$ cat config.mk
export PLATFORM = sky130hd
export DESIGN_NAME = mmu_sequencer
export DESIGN_NICKNAME = d
export VERILOG_FILES = /design/src/rtl/mmu_pkg.sv /design/src/rtl/mmu_seq_tag_pipe.sv /design/src/rtl/mmu_sequencer.sv
export SDC_FILE = /design/constraint.sdc
export NUM_CORES = 1
export LEC_CHECK = 0
export CAP_MARGIN = 30
export CORE_AREA = 2 2 171 173
export CTS_BUF_LIST = sky130_fd_sc_hd__clkbuf_2
export DETAILED_ROUTE_END_ITERATION = 12
export DIE_AREA = 0 0 173 175
export MAX_ROUTING_LAYER = met4
export PLACE_DENSITY = 0.54
export REMOVE_ABC_BUFFERS = 1
export SLEW_MARGIN = 20
export SYNTH_ARGS = -nofsm -noshare
export SYNTH_HDL_FRONTEND = slang
export SYNTH_SLANG_ARGS = --single-unit
$ cat constraint.sdc
create_clock -name clk -period 3.8 [get_ports clk]
set_input_delay 0.57 -clock clk [delete_from_list [all_inputs] [get_ports clk]]
set_output_delay 0.57 -clock clk [all_outputs]
set_load 0.01 [all_outputs]
$ cat src/rtl/mmu_pkg.sv
// ============================================================================
// Module      : mmu_pkg
// Description : Shared constants and FSM state type for the MMU job sequencer.
//               Optional build macro used by the sequencer: MMU_SEQ_PERF_EN.
// Revision    : 1.0 - initial release
// ============================================================================
`default_nettype none

package mmu_pkg;

  // Default systolic array geometry
  localparam int DEF_ROWS   = 4;
  localparam int DEF_ELEM_W = 8;

  // One array row of elements, and one accumulator result row
  localparam int WORD_W = DEF_ROWS * DEF_ELEM_W;
  localparam int RES_W  = DEF_ROWS * 4 * DEF_ELEM_W;

  // Sequencer job phases
  typedef enum logic [2:0] {
    ST_IDLE     = 3'd0,
    ST_LOAD_WT  = 3'd1,
    ST_FEED_ACT = 3'd2,
    ST_DRAIN    = 3'd3,
    ST_DONE     = 3'd4
  } mmu_state_e;

endpackage : mmu_pkg

`default_nettype wire

$ cat src/rtl/mmu_seq_tag_pipe.sv
// ============================================================================
// Module      : mmu_seq_tag_pipe
// Description : Fixed-depth shift register of {valid, row index} tags that
//               tracks activation rows travelling through the MMU so their
//               results can be flagged when they appear. Synchronous flush
//               discards every in-flight tag.
// Revision    : 1.0 - initial release
// ============================================================================
`default_nettype none

module mmu_seq_tag_pipe #(
  parameter int DEPTH = 8,
  parameter int IDX_W = 5
) (
  input  logic             clk,
  input  logic             reset_n,
  input  logic             i_flush,
  input  logic             i_valid,
  input  logic [IDX_W-1:0] i_idx,
  output logic             o_valid,
  output logic [IDX_W-1:0] o_idx
);

  logic [DEPTH-1:0]            r_vld;
  logic [DEPTH-1:0][IDX_W-1:0] r_idx;

  // Shift tags one stage per cycle; flush wipes every stage at once
  always_ff @(posedge clk or negedge reset_n) begin
    if (!reset_n) begin
      r_vld <= '0;
      r_idx <= '0;
    end else if (i_flush) begin
      r_vld <= '0;
      r_idx <= '0;
    end else begin
      r_vld[0] <= i_valid;
      r_idx[0] <= i_idx;
      for (int i = 1; i < DEPTH; i++) begin
        r_vld[i] <= r_vld[i-1];
        r_idx[i] <= r_idx[i-1];
      end
    end
  end

  assign o_valid = r_vld[DEPTH-1];
  assign o_idx   = r_idx[DEPTH-1];

endmodule : mmu_seq_tag_pipe

`default_nettype wire

$ cat src/rtl/mmu_sequencer.sv
// ============================================================================
// Module      : mmu_sequencer
// Description : Job sequencer for a systolic matrix-multiply unit. Loads ROWS
//               weight words, streams N activation rows, then collects the N
//               result rows RES_LAT cycles after each presentation.
//               Build macro MMU_SEQ_PERF_EN enables the job cycle counter on
//               perf_cycles; otherwise perf_cycles is tied to zero.
// Revision    : 1.0 - initial release
// ============================================================================
`default_nettype none

module mmu_sequencer #(
  parameter int ROWS    = mmu_pkg::DEF_ROWS,
  parameter int ELEM_W  = mmu_pkg::DEF_ELEM_W,
  parameter int MAX_ACT = 32,
  parameter int RES_LAT = 2 * ROWS
) (
  input  logic                           clk,
  input  logic                           reset_n,
  input  logic                           start,
  input  logic                           abort,
  input  logic [$clog2(MAX_ACT+1)-1:0]   cfg_num_act,
  output logic                           busy,
  output logic                           done,
  output logic                           wt_rd_en,
  output logic [$clog2(ROWS)-1:0]        wt_rd_addr,
  input  logic [ROWS*ELEM_W-1:0]         wt_rd_data,
  output logic                           act_rd_en,
  output logic [$clog2(MAX_ACT)-1:0]     act_rd_addr,
  input  logic [ROWS*ELEM_W-1:0]         act_rd_data,
  output logic                           mmu_control,
  output logic [ROWS*ELEM_W-1:0]         mmu_wt_arr,
  output logic [ROWS*ELEM_W-1:0]         mmu_data_arr,
  input  logic [ROWS*4*ELEM_W-1:0]       mmu_acc_out,
  output logic                           res_valid,
  output logic [$clog2(MAX_ACT)-1:0]     res_idx,
  output logic [ROWS*4*ELEM_W-1:0]       res_data,
  output logic [31:0]                    perf_cycles
);

  import mmu_pkg::*;

  localparam int CNT_W = $clog2(MAX_ACT + 1);
  localparam int WA_W  = $clog2(ROWS);
  localparam int IDX_W = $clog2(MAX_ACT);

  mmu_state_e       r_state;
  logic [CNT_W-1:0] r_num;
  logic             r_busy;
  logic             r_done;
  logic             r_wt_rd_en;
  logic [WA_W-1:0]  r_wt_addr;
  logic             r_act_rd_en;
  logic [IDX_W-1:0] r_act_addr;
  logic             r_wt_pres;
  logic             r_act_pres;
  logic [IDX_W-1:0] r_act_idx;

  logic             w_start_ok;
  logic             w_abort;
  logic             w_last_wt;
  logic             w_last_act;
  logic             w_last_res;
  logic             w_tag_valid;
  logic [IDX_W-1:0] w_tag_idx;

  // Only idle, in-range requests start a job; abort only matters mid-job
  assign w_start_ok = start && (cfg_num_act != '0) && (cfg_num_act <= CNT_W'(MAX_ACT));
  assign w_abort    = abort && (r_state != ST_IDLE);
  assign w_last_wt  = (r_wt_addr == WA_W'(ROWS - 1));
  assign w_last_act = (CNT_W'(r_act_addr) == (r_num - CNT_W'(1)));
  assign w_last_res = w_tag_valid && (CNT_W'(w_tag_idx) == (r_num - CNT_W'(1)));

  // Job FSM with registered read strobes, addresses and status
  always_ff @(posedge clk or negedge reset_n) begin
    if (!reset_n) begin
      r_state     <= ST_IDLE;
      r_num       <= '0;
      r_busy      <= 1'b0;
      r_done      <= 1'b0;
      r_wt_rd_en  <= 1'b0;
      r_wt_addr   <= '0;
      r_act_rd_en <= 1'b0;
      r_act_addr  <= '0;
      r_wt_pres   <= 1'b0;
      r_act_pres  <= 1'b0;
      r_act_idx   <= '0;
    end else begin
      r_done     <= 1'b0;
      // Read data returns one cycle after issue; that is the presentation cycle
      r_wt_pres  <= r_wt_rd_en && !w_abort;
      r_act_pres <= r_act_rd_en && !w_abort;
      r_act_idx  <= r_act_addr;
      if (w_abort) begin
        r_state     <= ST_IDLE;
        r_busy      <= 1'b0;
        r_wt_rd_en  <= 1'b0;
        r_act_rd_en <= 1'b0;
      end else begin
        case (r_state)
          ST_IDLE: begin
            if (w_start_ok) begin
              r_state    <= ST_LOAD_WT;
              r_busy     <= 1'b1;
              r_num      <= cfg_num_act;
              r_wt_rd_en <= 1'b1;
              r_wt_addr  <= '0;
              r_act_addr <= '0;
            end
          end
          ST_LOAD_WT: begin
            if (w_last_wt) begin
              r_state     <= ST_FEED_ACT;
              r_wt_rd_en  <= 1'b0;
              r_act_rd_en <= 1'b1;
              r_act_addr  <= '0;
            end else begin
              r_wt_addr <= r_wt_addr + WA_W'(1);
            end
          end
          ST_FEED_ACT: begin
            if (w_last_act) begin
              r_state     <= ST_DRAIN;
              r_act_rd_en <= 1'b0;
            end else begin
              r_act_addr <= r_act_addr + IDX_W'(1);
            end
          end
          ST_DRAIN: begin
            if (w_last_res) begin
              r_state <= ST_DONE;
              r_done  <= 1'b1;
            end
          end
          ST_DONE: begin
            r_state <= ST_IDLE;
            r_busy  <= 1'b0;
          end
          default: begin
            r_state <= ST_IDLE;
            r_busy  <= 1'b0;
          end
        endcase
      end
    end
  end

  // Tags enter when an activation row is presented and emerge RES_LAT later
  mmu_seq_tag_pipe #(
    .DEPTH (RES_LAT),
    .IDX_W (IDX_W)
  ) u_tag_pipe (
    .clk     (clk),
    .reset_n (reset_n),
    .i_flush (w_abort),
    .i_valid (r_act_pres),
    .i_idx   (r_act_idx),
    .o_valid (w_tag_valid),
    .o_idx   (w_tag_idx)
  );

`ifdef MMU_SEQ_PERF_EN
  logic [31:0] r_perf;

  // Count working cycles from first weight issue through the last result
  always_ff @(posedge clk or negedge reset_n) begin
    if (!reset_n) begin
      r_perf <= '0;
    end else if ((r_state == ST_IDLE) && w_start_ok) begin
      r_perf <= '0;
    end else if (((r_state == ST_LOAD_WT) || (r_state == ST_FEED_ACT) ||
                  (r_state == ST_DRAIN)) && (r_perf != 32'hFFFF_FFFF)) begin
      r_perf <= r_perf + 32'd1;
    end
  end

  assign perf_cycles = r_perf;
`else
  assign perf_cycles = '0;
`endif

  assign busy         = r_busy;
  assign done         = r_done;
  assign wt_rd_en     = r_wt_rd_en;
  assign wt_rd_addr   = r_wt_addr;
  assign act_rd_en    = r_act_rd_en;
  assign act_rd_addr  = r_act_addr;
  assign mmu_control  = r_wt_pres;
  assign mmu_wt_arr   = r_wt_pres ? wt_rd_data : '0;
  assign mmu_data_arr = r_act_pres ? act_rd_data : '0;
  assign res_valid    = w_tag_valid;
  assign res_idx      = w_tag_idx;
  assign res_data     = w_tag_valid ? mmu_acc_out : '0;

endmodule : mmu_sequencer

`default_nettype wire

* After elaboration in Yosys (flattened, before gate mapping) *
Cells that the tools add are included.

operators by class
  reduce and logical (&&, ||, !) cells = 22
  mux-type cells = 31
  bitwise operators = 1
  $add $sub $neg = 3
  $lt $le $gt $ge = 1
  eq/ne operators = 15

operators with widths
  operator             count
  $mux 128             1
  $mux 32              2
  $mux 40              1
  $mux 3               5
  $mux 5               3
  $pmux 5 s3           1
  $eq 5x6->1           2
  $ne 3x3->1 const B   4
  $pmux 3 s4           1
  $reduce_bool 3->1    4
  $mux 1               10
  $reduce_and 3->1     3
  $mux 8               1
  $ne 2x2->1 const B   4
  $reduce_and 4->1     2
  $eq 3x2->1 const B   2
  $le 6x6->1 const B   1
  $logic_and 1x1->1    6
  $pmux 1 s2           3
  $reduce_bool 6->1    1
  $sub 6x1->6 const B  1
  $add 5x1->5 const B  1
  $reduce_and 5->1     1
  $mux 2               2
  11 further kinds     11

word-level totals
  word-level logic and storage cells = 93
  register bits = 75
  output and inout bits = 242
  bits of input ports = 202

* Depth between registers and ports, before layout *
  depth after elaboration = 6
  mapped depth = 8

* Cells and area by module *
From an unflattened synthesis, not the netlist that was laid out.

unflattened totals
  cells, all modules = 489
  area, all modules = 4551.9 um^2

modules (own cells, without submodules)
  module            area an instance (um^2)  instances  cells an instance  sequential area each (um^2)
  mmu_sequencer     2969.1                   1          383                675.6
  mmu_seq_tag_pipe  1582.8                   1          106                1201.2

* Least setup slack after synthesis *
No wires, ideal clock.

  kind = input-to-reg
  start = in cfg_num_act[0]
  end = reg r_act_addr[0] (netlist: act_rd_addr[0])
  arrival time = 2302 ps
  setup time = 125 ps
  slack = 1373 ps
  stages = 7
  path buffers = 1
  cell sequence = or4_4 o21ai_2 and4_1 buf_4 nor2_2 or4_4 mux2_4

between the ends
  longest elaborated chain between the ends = 5
  elaborated cells between the ends (all ways) = 6

ends and longest elaborated chain
  what                                                RTL line              source
  start: declaration                                  mmu_sequencer.sv:22   input logic [$clog2(MAX_ACT+1)-1:0] cfg_num_act,
  branches (longest 2 deep; another with $le 6x6->1)  --
  $logic_and 1x1->1 (*)                               mmu_sequencer.sv:68   assign w_start_ok = start && (cfg_num_act != '0) && (cfg_num_act <= CNT_W'(MAX_ACT));
  $ne 2x2->1 (no source line) (*)                     --
  $reduce_and 5->1 (no source line) (*)               --
  end signal: assignment                              mmu_sequencer.sv:126  r_act_addr <= r_act_addr + IDX_W'(1);
  end: declaration                                    mmu_sequencer.sv:54   logic [IDX_W-1:0] r_act_addr;

Mark *: on every way between the ends.
A chain may end at the register's enable or synchronous reset.

* Worst setup path in the final report *
  start = reg u_tag_pipe.r_vld[7]
  end = out res_data[81]

between the ends
  longest elaborated chain between the ends = 1

ends and longest elaborated chain
  what                              RTL line                source
  start: declaration                mmu_seq_tag_pipe.sv:24  logic [DEPTH-1:0] r_vld;
  start signal: indexed assignment  mmu_seq_tag_pipe.sv:39  r_vld[i] <= r_vld[i-1];
  $mux 128                          mmu_sequencer.sv:193    assign res_data = w_tag_valid ? mmu_acc_out : '0;
  end: declaration                  mmu_sequencer.sv:37     output logic [ROWS*4*ELEM_W-1:0] res_data,

Every way passes these cells.

==> impl_metrics.toml <==
[drt]
drcViolationCount = 0
vias = 4671
wirelength_um = 21500
drtIter0Drc = 172
vias_per_cell = 3.65
avgRoutedWirePerCell_um = 16.8
antenna_left = 0
firstDrtPassIters = 4

[worst_setup_path]
r2r-end = "act_rd_addr[0]"
crit_path_end_kind = "output port"
rr_worst_depth = 6
crit_chain = "buf_4, and2_1, clkdlybuf4s50_1"
crit_start = "u_tag_pipe.r_vld[7]"
critPathRequiredTime_ns = 3.23
rr_startpoint = "r_num[0]"
slowest_delay_ns = 0.83
r2r_setup_slack_ns = 1.21
worstPathMaxFanout = 76
critPathArrivalTime_ns = 2.62
crit_type = "flip-flop to output port"
slowest_stage = "dfrtp_4"
critPathLaunchType = "flip-flop"

[clock_tree]
h-tree-depth = 3
cts_tree = "yes"
ctsRootBufferMaster = "clkbuf_2"
cts_max_path_buffers = 2
cts_buffers = 9
clock-sinks = 75
cts.clk_slew.worst_paths_ns = 0.18
clock_latency_ns = 0.52

[layout]
regArea_mm2 = 0.00188
n_fill_cell = 2989
multiInputGateArea_mm2 = 0.00235
final_cells = 1279
fin_nets = 1091
drive_gt1_share_pct = 3.59
area_delta_synth_final_pct = 99.5

[logic_synthesis]
avgSynthCellArea_um2 = 9.19
synth-seq-cells = 75
synth_common_cells = "242 x and2_1, 75 x dfrtp_1, 38 x buf_4"
synth_cell_type_count = 43
synth_edf_count = 0
synthCells = 493
yosys-top-cells-area = "dfrtp_1 41%, and2_1 33%, buf_4 6.3%, clkbuf_1 2.3%, xor2_1 1.5%"
ys.flop_type = "dfrtp_1"
synth.most_common_cell = "and2_1"
synth_top_cell_by_area = "dfrtp_1"
ys.warnings.count = 0
yosysSeqAreaShare_pct = 41.4
syn_area_mm2 = 0.00453
synth_top_area_share_pct = 41.4
synthArstFlopShare_pct = 100

[sta]
slew_headroom_pct = 43.6
skew_ns = 0.0165
rsz0062_at_grt = "no"
hold_viol = 0
min_period_ns = 3.19
fin_crit_sh_pct = 84.0
timing_max_transition_violations_final = 0
clock.fmax_ghz = 0.313
fin_setup_tns_ns = 0
worst_pin_slew_ns = 0.834
setup_viol = 0

[die]
rows = 62
die_area_mm2 = 0.0303
pin_count = 444
start_util_pct = 16.0
design.core.area_mm2 = 0.0284
die_w_um = 173
die_h_um = 175

[grt]
grt.overflow.total = 0
grt_pass1_vias = 4513
grt_antenna_before_repair = 7
grt_usage_pct = 14.0
grt_max_degree = 77
grt_pass1_wl_um = 30300

[power]
power.density_mw_per_mm2 = 292
vdd_drop_max_uv = 163
p_leak_uw = 0.00374

[placement]
routabilityCongestion = 0.829
hpwlAfterDp_um = 18100
portBuffers = 411
dp.cells = 1257

[run_status]
outcome = "finished clean"

[hold_path]
hp-class = "input pin to asynchronous set/reset pin"

[job]
maxCapViolations = 0
[critical path, delay by kind of cell, from the launching register on]
family | cells | cell delay [ns]
buffers and inverters | 2 | 0.91
DFF | 1 | 0.83
and+or+nand+nor | 1 | 0.33
[how the worst max path moves through the flow]
stage / slack [ns] / end
floorplan: 1.17 / act_rd_addr[0]
global placement: 0.90 / act_rd_addr[2]
detailed placement: 0.92 / act_rd_addr[2]
CTS: 0.50 / res_data[81]
global route: 0.36 / res_data[81]
finish: 0.61 / res_data[81]
[cells by family (layout without fill, tap and decap cells)]
logic type	after synthesis	in the layout	synth area share [%]
flops	75	75	41.4
simple gates	298	298	40.6
xor+xnor	10	10	1.93
compound gates	22	22	3.40
buf+inv	74	441	9.31
other cells	1	36	0.0828
fa+ha+maj	3	3	0.829
mux	10	10	2.43
[placed cells by master (no fill, tap or decap), types with 4 or more instances in the layout]
cell             Yosys  routed
a21oi_1              4       4
and2_1             242     242
buf_4               38       4
clkbuf_2             0       9
clkdlybuf4s50_1      0     410
conb_1               1      32
dfrtp_1             75      74
diode_2              0       4
inv_1                7       7
mux2_2               4       4
mux2i_1              5       5
nand2_1              8       8
nand2b_1             4       4
nand3_1              5       5
nor2_1               7       7
nor2b_1              4       4
nor3_1               9       9
o21ai_0              4       4
or3_1                5       5
xor2_1               8       8
[metal layers]
layer  vias to the layer above  GRT usage, %  part of all wire [%]
met4                         0          3.81                   1.8
met3                        13          4.79                   7.9
met1                      2144          16.0                    41
met2                       246          23.2                    49
li1                       2268             -                     -
met5                         -             -                     0
[layout make-up]
class	count	share of cell area [%]
repair buffers	418	46.3
multi-input cells	375	26.0
flip-flops and latches	75	20.8
well taps	384	5.32
clock inverters	7	0.651
clock buffers	9	0.498
inverters	7	0.291
diodes	4	0.111
[per-stage QoR]
stage                     util (%)  hold slack [ns]  cell area, um2  worst slack [ns]  power, uW
after floorplan                  -            0.274            4250              1.17       1470
after global routing          31.8            0.409            9040             0.365       2820
after global placement        31.3            0.430            8890             0.903       2250
after detailed placement      31.3            0.433            8890             0.917       2260
final                         31.8            0.450            9040             0.609       2640
after CTS                     31.7           0.0973            9000             0.503       2680
[power breakdown]
part	internal, uW	switching, uW	total, uW
Clock	143	269	412
Combinational	746	482	1230
Sequential	872	127	999
[sequential cells by signal, summed over array words and instances, names as in the netlist]
name              count
act_rd_addr           5
act_rd_en             1
busy                  1
done                  1
mmu_control           1
r_act_idx             5
r_act_pres            1
r_num                 6
r_state               3
u_tag_pipe.o_idx      5
u_tag_pipe.r_idx     35
u_tag_pipe.r_vld      8
wt_rd_addr            2
wt_rd_en              1
[what timing repair did]
| action | in CTS | in global routing |
|---|---|---|
| resized for setup | 0 | 0 |
| buffers inserted | 0 | 0 |
| endpoints found under the hold margin | 0 | 10 |
| hold buffers | 0 | 1 |
Note: power is estimated with default switching activity, not from simulation.
